--- config.mk ---
export PLATFORM = sky130hd
export DESIGN_NAME = bp_hazard_ctrl
export DESIGN_NICKNAME = d
export VERILOG_FILES = /design/src/rtl/bp_hazard_ctrl.sv
export SDC_FILE = /design/constraint.sdc
export NUM_CORES = 2
export LEC_CHECK = 0
export CORE_MARGIN = 5
export CORE_UTILIZATION = 40
export CTS_CLUSTER_SIZE = 25
export DETAILED_ROUTE_END_ITERATION = 16
export SLEW_MARGIN = 10
export SYNTH_ARGS = -nofsm -noshare
export SYNTH_HDL_FRONTEND = slang
export SYNTH_SLANG_ARGS = --single-unit
--- constraint.sdc ---
create_clock -name clk -period 7.94 [get_ports clk]
set_input_delay 1.588 -clock clk [delete_from_list [all_inputs] [get_ports clk]]
set_output_delay 1.588 -clock clk [all_outputs]
set_load 0.1 [all_outputs]
--- src/rtl/bp_hazard_ctrl.sv ---
// ----------------------------------------------------------------------------
// bp_hazard_ctrl
//
// Direct-mapped branch target buffer with 2-bit saturating counters, combined
// with the EX-stage hazard unit of an in-order pipeline. It does three things:
//   * Prediction: combinational lookup at fetch.
//   * Correction: a combinational redirect when EX disagrees with the
//     prediction the instruction carried down the pipe.
//   * Load-use detection: a one-bubble stall.
// It also keeps saturating branch and mispredict statistics.
//
// Ports
//   clk, rst_n                     clock, asynchronous active-low reset
//   if_pc                          fetch PC
//   if_pred_taken, if_pred_target  fetch prediction
//   id_ra1, id_ra2                 ID source registers
//   ex_valid                       EX holds a real instruction
//   ex_is_branch/jump/load         EX instruction class
//   ex_wa3, ex_pc                  EX destination register and PC
//   ex_taken, ex_target            resolved outcome
//   ex_pred_taken/target           prediction made at fetch for this inst
//   bp_clear                       invalidate all entries (fence.i)
//   redirect, redirect_pc          fetch correction
//   should_stall, flush_if_id,
//   flush_id_ex                    pipeline control
//   stat_branches, stat_mispredicts  saturating statistics
// ----------------------------------------------------------------------------
module bp_hazard_ctrl #(
  parameter int XLEN    = 32,
  parameter int ENTRIES = 64,
  parameter int STAT_W  = 32
) (
  input  logic              clk,
  input  logic              rst_n,
  input  logic [XLEN-1:0]   if_pc,
  output logic              if_pred_taken,
  output logic [XLEN-1:0]   if_pred_target,
  input  logic [4:0]        id_ra1,
  input  logic [4:0]        id_ra2,
  input  logic              ex_valid,
  input  logic              ex_is_branch,
  input  logic              ex_is_jump,
  input  logic              ex_is_load,
  input  logic [4:0]        ex_wa3,
  input  logic [XLEN-1:0]   ex_pc,
  input  logic              ex_taken,
  input  logic [XLEN-1:0]   ex_target,
  input  logic              ex_pred_taken,
  input  logic [XLEN-1:0]   ex_pred_target,
  input  logic              bp_clear,
  output logic              redirect,
  output logic [XLEN-1:0]   redirect_pc,
  output logic              should_stall,
  output logic              flush_if_id,
  output logic              flush_id_ex,
  output logic [STAT_W-1:0] stat_branches,
  output logic [STAT_W-1:0] stat_mispredicts
);

  localparam int IDX_W = $clog2(ENTRIES);
  localparam int TAG_W = XLEN - IDX_W - 2;

  logic             valid_q [ENTRIES];
  logic [1:0]       ctr_q   [ENTRIES];
  logic [TAG_W-1:0] tag_q   [ENTRIES];
  logic [XLEN-1:0]  tgt_q   [ENTRIES];

  // Fetch lookup reads the registered array, so a write in the same cycle
  // is only visible from the next cycle on.
  logic [IDX_W-1:0] if_idx;
  logic [TAG_W-1:0] if_tag;
  logic             if_hit;

  assign if_idx         = if_pc[IDX_W+1:2];
  assign if_tag         = if_pc[XLEN-1:IDX_W+2];
  assign if_hit         = valid_q[if_idx] && (tag_q[if_idx] == if_tag);
  assign if_pred_taken  = if_hit && ctr_q[if_idx][1];
  assign if_pred_target = tgt_q[if_idx];

  // EX-side classification.
  logic [IDX_W-1:0] ex_idx;
  logic [TAG_W-1:0] ex_tag;
  logic             ex_tag_match;
  logic             ex_hit;
  logic             resolve;
  logic             resolve_mis;
  logic             nonbr_mis;
  logic             mispredict;
  logic             load_use;

  assign ex_idx       = ex_pc[IDX_W+1:2];
  assign ex_tag       = ex_pc[XLEN-1:IDX_W+2];
  assign ex_tag_match = (tag_q[ex_idx] == ex_tag);
  assign ex_hit       = valid_q[ex_idx] && ex_tag_match;
  assign resolve      = ex_valid && (ex_is_branch || ex_is_jump);

  assign resolve_mis  = resolve && ((ex_pred_taken != ex_taken) ||
                                    (ex_taken && (ex_pred_target != ex_target)));
  // A non-control instruction that was predicted taken means the BTB entry
  // is stale, e.g. code was overwritten.
  assign nonbr_mis    = ex_valid && !(ex_is_branch || ex_is_jump) && ex_pred_taken;
  assign mispredict   = resolve_mis || nonbr_mis;

  assign load_use     = ex_valid && ex_is_load && (ex_wa3 != 5'd0) &&
                        ((ex_wa3 == id_ra1) || (ex_wa3 == id_ra2));

  // Pipeline controls are forced low while reset is held. A mispredict
  // flushes the dependent instruction anyway, so it masks the stall.
  assign redirect     = rst_n && mispredict;
  assign redirect_pc  = ex_taken ? ex_target : ex_pc + XLEN'(4);
  assign flush_if_id  = rst_n && mispredict;
  assign flush_id_ex  = rst_n && (mispredict || load_use);
  assign should_stall = rst_n && load_use && !mispredict;

  // Valid bits and counters carry architectural meaning and are reset.
  always_ff @(posedge clk or negedge rst_n) begin
    if (!rst_n) begin
      for (int i = 0; i < ENTRIES; i++) begin
        // NOTE: non-blocking assignments keep every read in this edge seeing pre-edge state.
        valid_q[i] <= 1'b0;
        ctr_q[i]   <= 2'b01;
      end
    end else if (bp_clear) begin
      for (int i = 0; i < ENTRIES; i++) valid_q[i] <= 1'b0;
    end else if (resolve) begin
      if (ex_hit) begin
        if (ex_taken) ctr_q[ex_idx] <= (ctr_q[ex_idx] == 2'b11) ? 2'b11 : ctr_q[ex_idx] + 2'b01;
        else          ctr_q[ex_idx] <= (ctr_q[ex_idx] == 2'b00) ? 2'b00 : ctr_q[ex_idx] - 2'b01;
      end else if (ex_taken) begin
        valid_q[ex_idx] <= 1'b1;
        ctr_q[ex_idx]   <= 2'b10;
      end
    end else if (nonbr_mis && ex_tag_match) begin
      valid_q[ex_idx] <= 1'b0;
    end
  end

  // NOTE: tag/target payload is not reset; it is never observed unless the valid bit is set.
  always_ff @(posedge clk) begin
    if (!bp_clear && resolve && ex_taken) begin
      tag_q[ex_idx] <= ex_tag;
      tgt_q[ex_idx] <= ex_target;
    end
  end

  always_ff @(posedge clk or negedge rst_n) begin
    if (!rst_n) begin
      stat_branches    <= '0;
      stat_mispredicts <= '0;
    end else begin
      if (resolve && !(&stat_branches))
        stat_branches <= stat_branches + STAT_W'(1);
      if (mispredict && !(&stat_mispredicts))
        stat_mispredicts <= stat_mispredicts + STAT_W'(1);
    end
  end

endmodule
After elaboration in Yosys (flattened, before gate mapping)
Memory sizes are Yosys's and may differ from the RTL's. Cells that the tools add are included.

Word-level logic and storage cells: 228. Memories: 2. Bits in registers: 256. Bits of input ports: 152. Bits in writable memories: 3584.

Bitwise logic cells: 9. Eq/ne operators: 9. Reductions and logical operators: 39. $add $sub $neg: 5. Mux-type cells: 31. $lt $le $gt $ge: 3.

Memories: tgt_q (depth 64, bits a word 32, rd ports 1, clocked after memory_dff 0, wr ports 1, line 66) `logic [XLEN-1:0] tgt_q [ENTRIES];`; tag_q (depth 64, bits a word 24, rd ports 2, clocked after memory_dff 0, wr ports 1, line 65) `logic [TAG_W-1:0] tag_q [ENTRIES];`.

Operator list (number): 2-to-1 mux 128 bit (3); 2-to-1 mux 64 bit (5); bitwise mux 128 bit (2); AND 64 bit (2); inverter 64 bit (2); bitwise OR 64 bit (2); adder 32 x 1 -> 32 bit, second input constant (2); AND reduction 32 bit (2); equality test 24 bit (2); adder 32 x 3 -> 32 bit, second input constant (1); 2-to-1 mux 32 bit (1); != test 32 bit (1); binary-select mux 2 bit (select 6 bit) (2); logical AND 1 bit (21); >= comparator 7 bit, second input constant (2); 2-to-1 mux 2 bit (7); inverter 6 -> 7 bit (2); binary-select mux 1 bit (select 6 bit) (2); demux 2 bit (select 6 bit) (1); equality test 5 bit (2); less-than comparator 7 x 1 -> 1 bit, second input constant (1); 2-to-1 mux 1 bit (7); demux 1 bit (select 6 bit) (1); != test 3 bit, second input constant (2); other kinds (12) (21).

Logic depth before layout (Yosys ltp)
Depth in word-level cells: 10. Mapped depth: 19.

Worst setup path before layout
Ideal clock, no wire load.

Kind: input -> output. Start point: input if_pc[2]. End point: output if_pred_taken. Stages on the path: 12. Required time: 6.352 ns. Path slack: -1.566 ns. Arrival: 7.918 ns. Cells stage by stage: buf_2 > buf_2 > buf_1 > clkbuf_1 > buf_1 > mux4_2 > mux4_2 > mux2i_1 > o21ai_0 > xnor2_1 > nand4_1 > nor4_1.

Longest elaborated chain between the ends: 6. Elaborated cells on any way between the ends: 11. Classes of those cells: 1 x eq/ne; 6 x mux; 1 x bitwise; 2 x reduce/logical; 1 x memory.

RTL lines: from (decl) (line 35) `input logic [XLEN-1:0] if_pc,`; parallel branches: the longest is 5 deep, another holds memory (64 x 24 bit); logical AND 1 bit * (line 77) `assign if_pred_taken = if_hit && ctr_q[if_idx][1];`; to (decl) (line 36) `output logic if_pred_taken,`.

Mark *: on every way between the ends. The select of a mux whose other input is x is not followed.

Worst setup path after layout
Same ends and word-level chain as after synthesis.

==> run summary <==
Switch Pwr - 10.70 mW
Overflow after GRT - 0
# setup viols final - 0
CTS tree - built
Fmax - 0.1284 GHz
EDFF count, synth - 3584
Seq cells post-synth - 3840
Post-Syn Nets - 8617
Chip height - 650.9 µm
Hold Crit Class - reg -> reg
VDD IR-drop max - 0.0001932 V
Vias in the first global route - 96993
Drt first pass iters - 8
Share of layout cells above drive strength 1 - 29.84%
# Max-Cap Violations - 0
H-tree Lvls - 5
Die width - 650.9 µm
Vias per inst - 6.718
Net Sw Frac - 23.96%
Top-level I/O count - 285
Setup TNS - 0 ns
Flop pwr share - 49.8%
Final min period - 7.789 ns
Num rows - 235
Initial Util - 40.12%
Area delta synth->final - 15.96%
DIE AREA - 423700 µm²
Grt met1 use - 37.30%
FFs w/ async S/R, synth - 6.667%
Leakage - 60.86 nW
First-pass GRT wire length - 824.4 mm
Yosys cell types - 89
Final Wtd Congestion - 0.9018
Hold-fix buffers, CTS - 0
Placed Cells - 14119
DR WL/cell - 41.17 µm
Fin Clk Skew - 0.06061 ns
Routed wire length - 612.2 mm
Cell Pwr Density - 234.3 nW/µm²
Crit-path max FO - 77
Crit share post-route - 98.10%
Num CTS Buffers - 401
Most frequent cells in the layout - edfxtp_1, mux4_2, buf_4
Setup bufs post-CTS - 0
Final hold viol count - 0
Most common cell after layout, fill and taps aside - edfxtp_1
Outcome - finished, final reports clean
Synthesized area per cell - 19.42 µm²
Slew HR - 7.118%
RSZ-0062 raised after global routing - false
Clock latency on the worst-skew pair - 0.99 ns
Clk pwr share - 41.4%
Ys Warns - 0
Port bufs - 282
Final nets - 9227
CP Launch Type - primary input
Worst Path Required - 6.35 ns
Met2 Use GR - 41.64%
Least-Margin Pin Slew - 1.386 ns
Vias after detailed routing - 99904
Critical path type - in -> out
Crit end category - primary output
Post-Syn Instances - 8462
Clock transition at path regs - 0.06 ns
Detail Route Antenna Nets - 0
Met3 Track Usage GR - 8.492%
CTS-repair resized insts - 0
Largest net degree at the start of global routing - 78
Max-slew violations - 0
Main synth FF type - edfxtp_1
Antenna violations before repair - 45
DRT iter0 DRCs - 17687
Int Pwr - 33.95 mW
Data arrival time of the worst path - 6.20 ns
CTS root buffer - clkbuf_16
Core Box Area - 409600 µm²
Synthesized area - 164300 µm²
GR Util All Layers - 28.10%
Non-filler cells, final - 14872
GR peak layer - met2
Total clock sinks - 3840
Number of remaining DRC errors - 0
Combinational Power Share - 8.8%
Clk buf depth - 4
Sequential element share of the synthesized area - 69.45%
HPWL after DPL - 337.7 mm
sequential cells by signal, indices dropped and copies added (netlist names):
signal / cells
tgt_q: 2048
tag_q: 1536
ctr_q: 128
valid_q: 64
stat_branches: 32
stat_mispredicts: 32
synthesized netlist by cell type (9+ instances only):
master,count,area (µm²)
nand3b_1,20,150.1
xnor2_1,90,788.3
a22o_1,84,735.7
nor3b_1,53,397.9
a221oi_1,108,945.9
buf_2,125,625.6
o22a_1,13,113.9
a22oi_1,174,1306
a31oi_1,26,162.7
nand2_1,287,1077
buf_6,33,371.6
nor2b_1,31,193.9
a211oi_1,18,135.1
dfrtp_1,192,4805
a21oi_1,85,425.4
nand4_1,27,168.9
mux4_2,1245,28040
o221ai_1,14,122.6
mux2_2,98,1104
nor3_1,87,435.4
dfstp_2,64,1682
o31ai_1,11,82.58
o22ai_1,140,875.8
buf_1,146,548.0
o2bb2ai_1,84,735.7
o21ai_0,191,955.9
clkbuf_1,291,1092
nand2b_1,11,68.82
o211ai_1,16,120.1
nor2_1,194,728.2
edfxtp_1,3584,107600
and3_1,24,150.1
and2_1,10,62.56
mux2i_1,304,3043
or2_2,10,62.56
nor4_1,30,187.7
xor2_1,85,744.5
nand3_1,107,535.5
a221o_1,107,1071
mux2_1,9,101.4
a222oi_1,16,160.2
buf_4,25,187.7
inv_1,78,292.8
metal layers:
| layer | vias up | wire, µm | share of wire (%) |
|---|---|---|---|
| li1 | 37124 | - | - |
| met1 | 52859 | 221100 | 36 |
| met2 | 8187 | 270100 | 44 |
| met3 | 1708 | 80580 | 13 |
| met4 | 26 | 40290 | 6.6 |
| met5 | - | 220 | 0.036 |
logic make-up after synthesis:
group           after synthesis  share of synthesized area, %
flops                      3840                         69.45
mux                        1658                         19.67
compound gates             1145                         5.166
simple gates                937                         2.827
buf+inv                     703                         1.930
xor+xnor                    175                        0.9328
fa+ha+maj                     4                       0.02894
per-stage QoR:
step | power, mW | hold WS, ns | instance area, µm² | utilization (%) | setup slack (ns)
floorplan | 24.84 | 0.4622 | 164300 | - | 0.1013
global placement | 26.49 | 0.4730 | 177700 | 43.38 | -0.8104
detailed placement | 26.53 | 0.4739 | 177800 | 43.40 | 0.09256
CTS | 44.78 | 0.4833 | 190500 | 46.50 | 0.04521
global route | 45.77 | 0.4890 | 190500 | 46.51 | 0.07815
finish | 44.65 | 0.4815 | 190500 | 46.52 | 0.1507
final timing paths:
path                          startpoint           endpoint  slack (ns)  cells after the start
max reg2reg                tag_q[14][22]        valid_q[20]        3.34                     13
min                            ctr_q[76]          ctr_q[76]        0.48                      1
min in group asynchronous          rst_n  stat_branches[26]        0.57                      1
min reg2reg                    ctr_q[76]          ctr_q[76]        0.48                      1
max                             if_pc[2]      if_pred_taken        0.15                     12
max in group asynchronous          rst_n         ctr_q[101]        5.27                      3
critical path: stages:
cell and delay (ns):
buf_16 0.49, buf_12 0.35, mux4_2 0.54, mux4_2 0.49, mux2_2 0.27, nand2_1 0.07, o21ai_0 0.29, xnor2_1 0.42
nand4_1 0.54, nor4_4 0.59, buf_4 0.20, buf_12 0.16
power by group through the flow:
stage / Clock [mW] / Sequential [mW] / Combinational, mW
finish: 18.5 / 22.3 / 3.93
global route: 19.5 / 22.3 / 4.01
CTS: 18.7 / 22.3 / 3.87
detailed placement: 0 / 22.7 / 3.86
global placement: 0 / 22.7 / 3.82
floorplan: 0 / 22.9 / 1.96
layout make-up:
type	instances	area, µm²
clock inverter	238	2200
tap	5451	6820
timing repair buffer	830	8924
fill	33959	219100
multi-input combinational	3919	47620
sequential	3840	114100
inverter	80	305.3
clock buffer	487	10490
antenna	27	67.56
No activity file was read; power rests on OpenSTA's default activity.
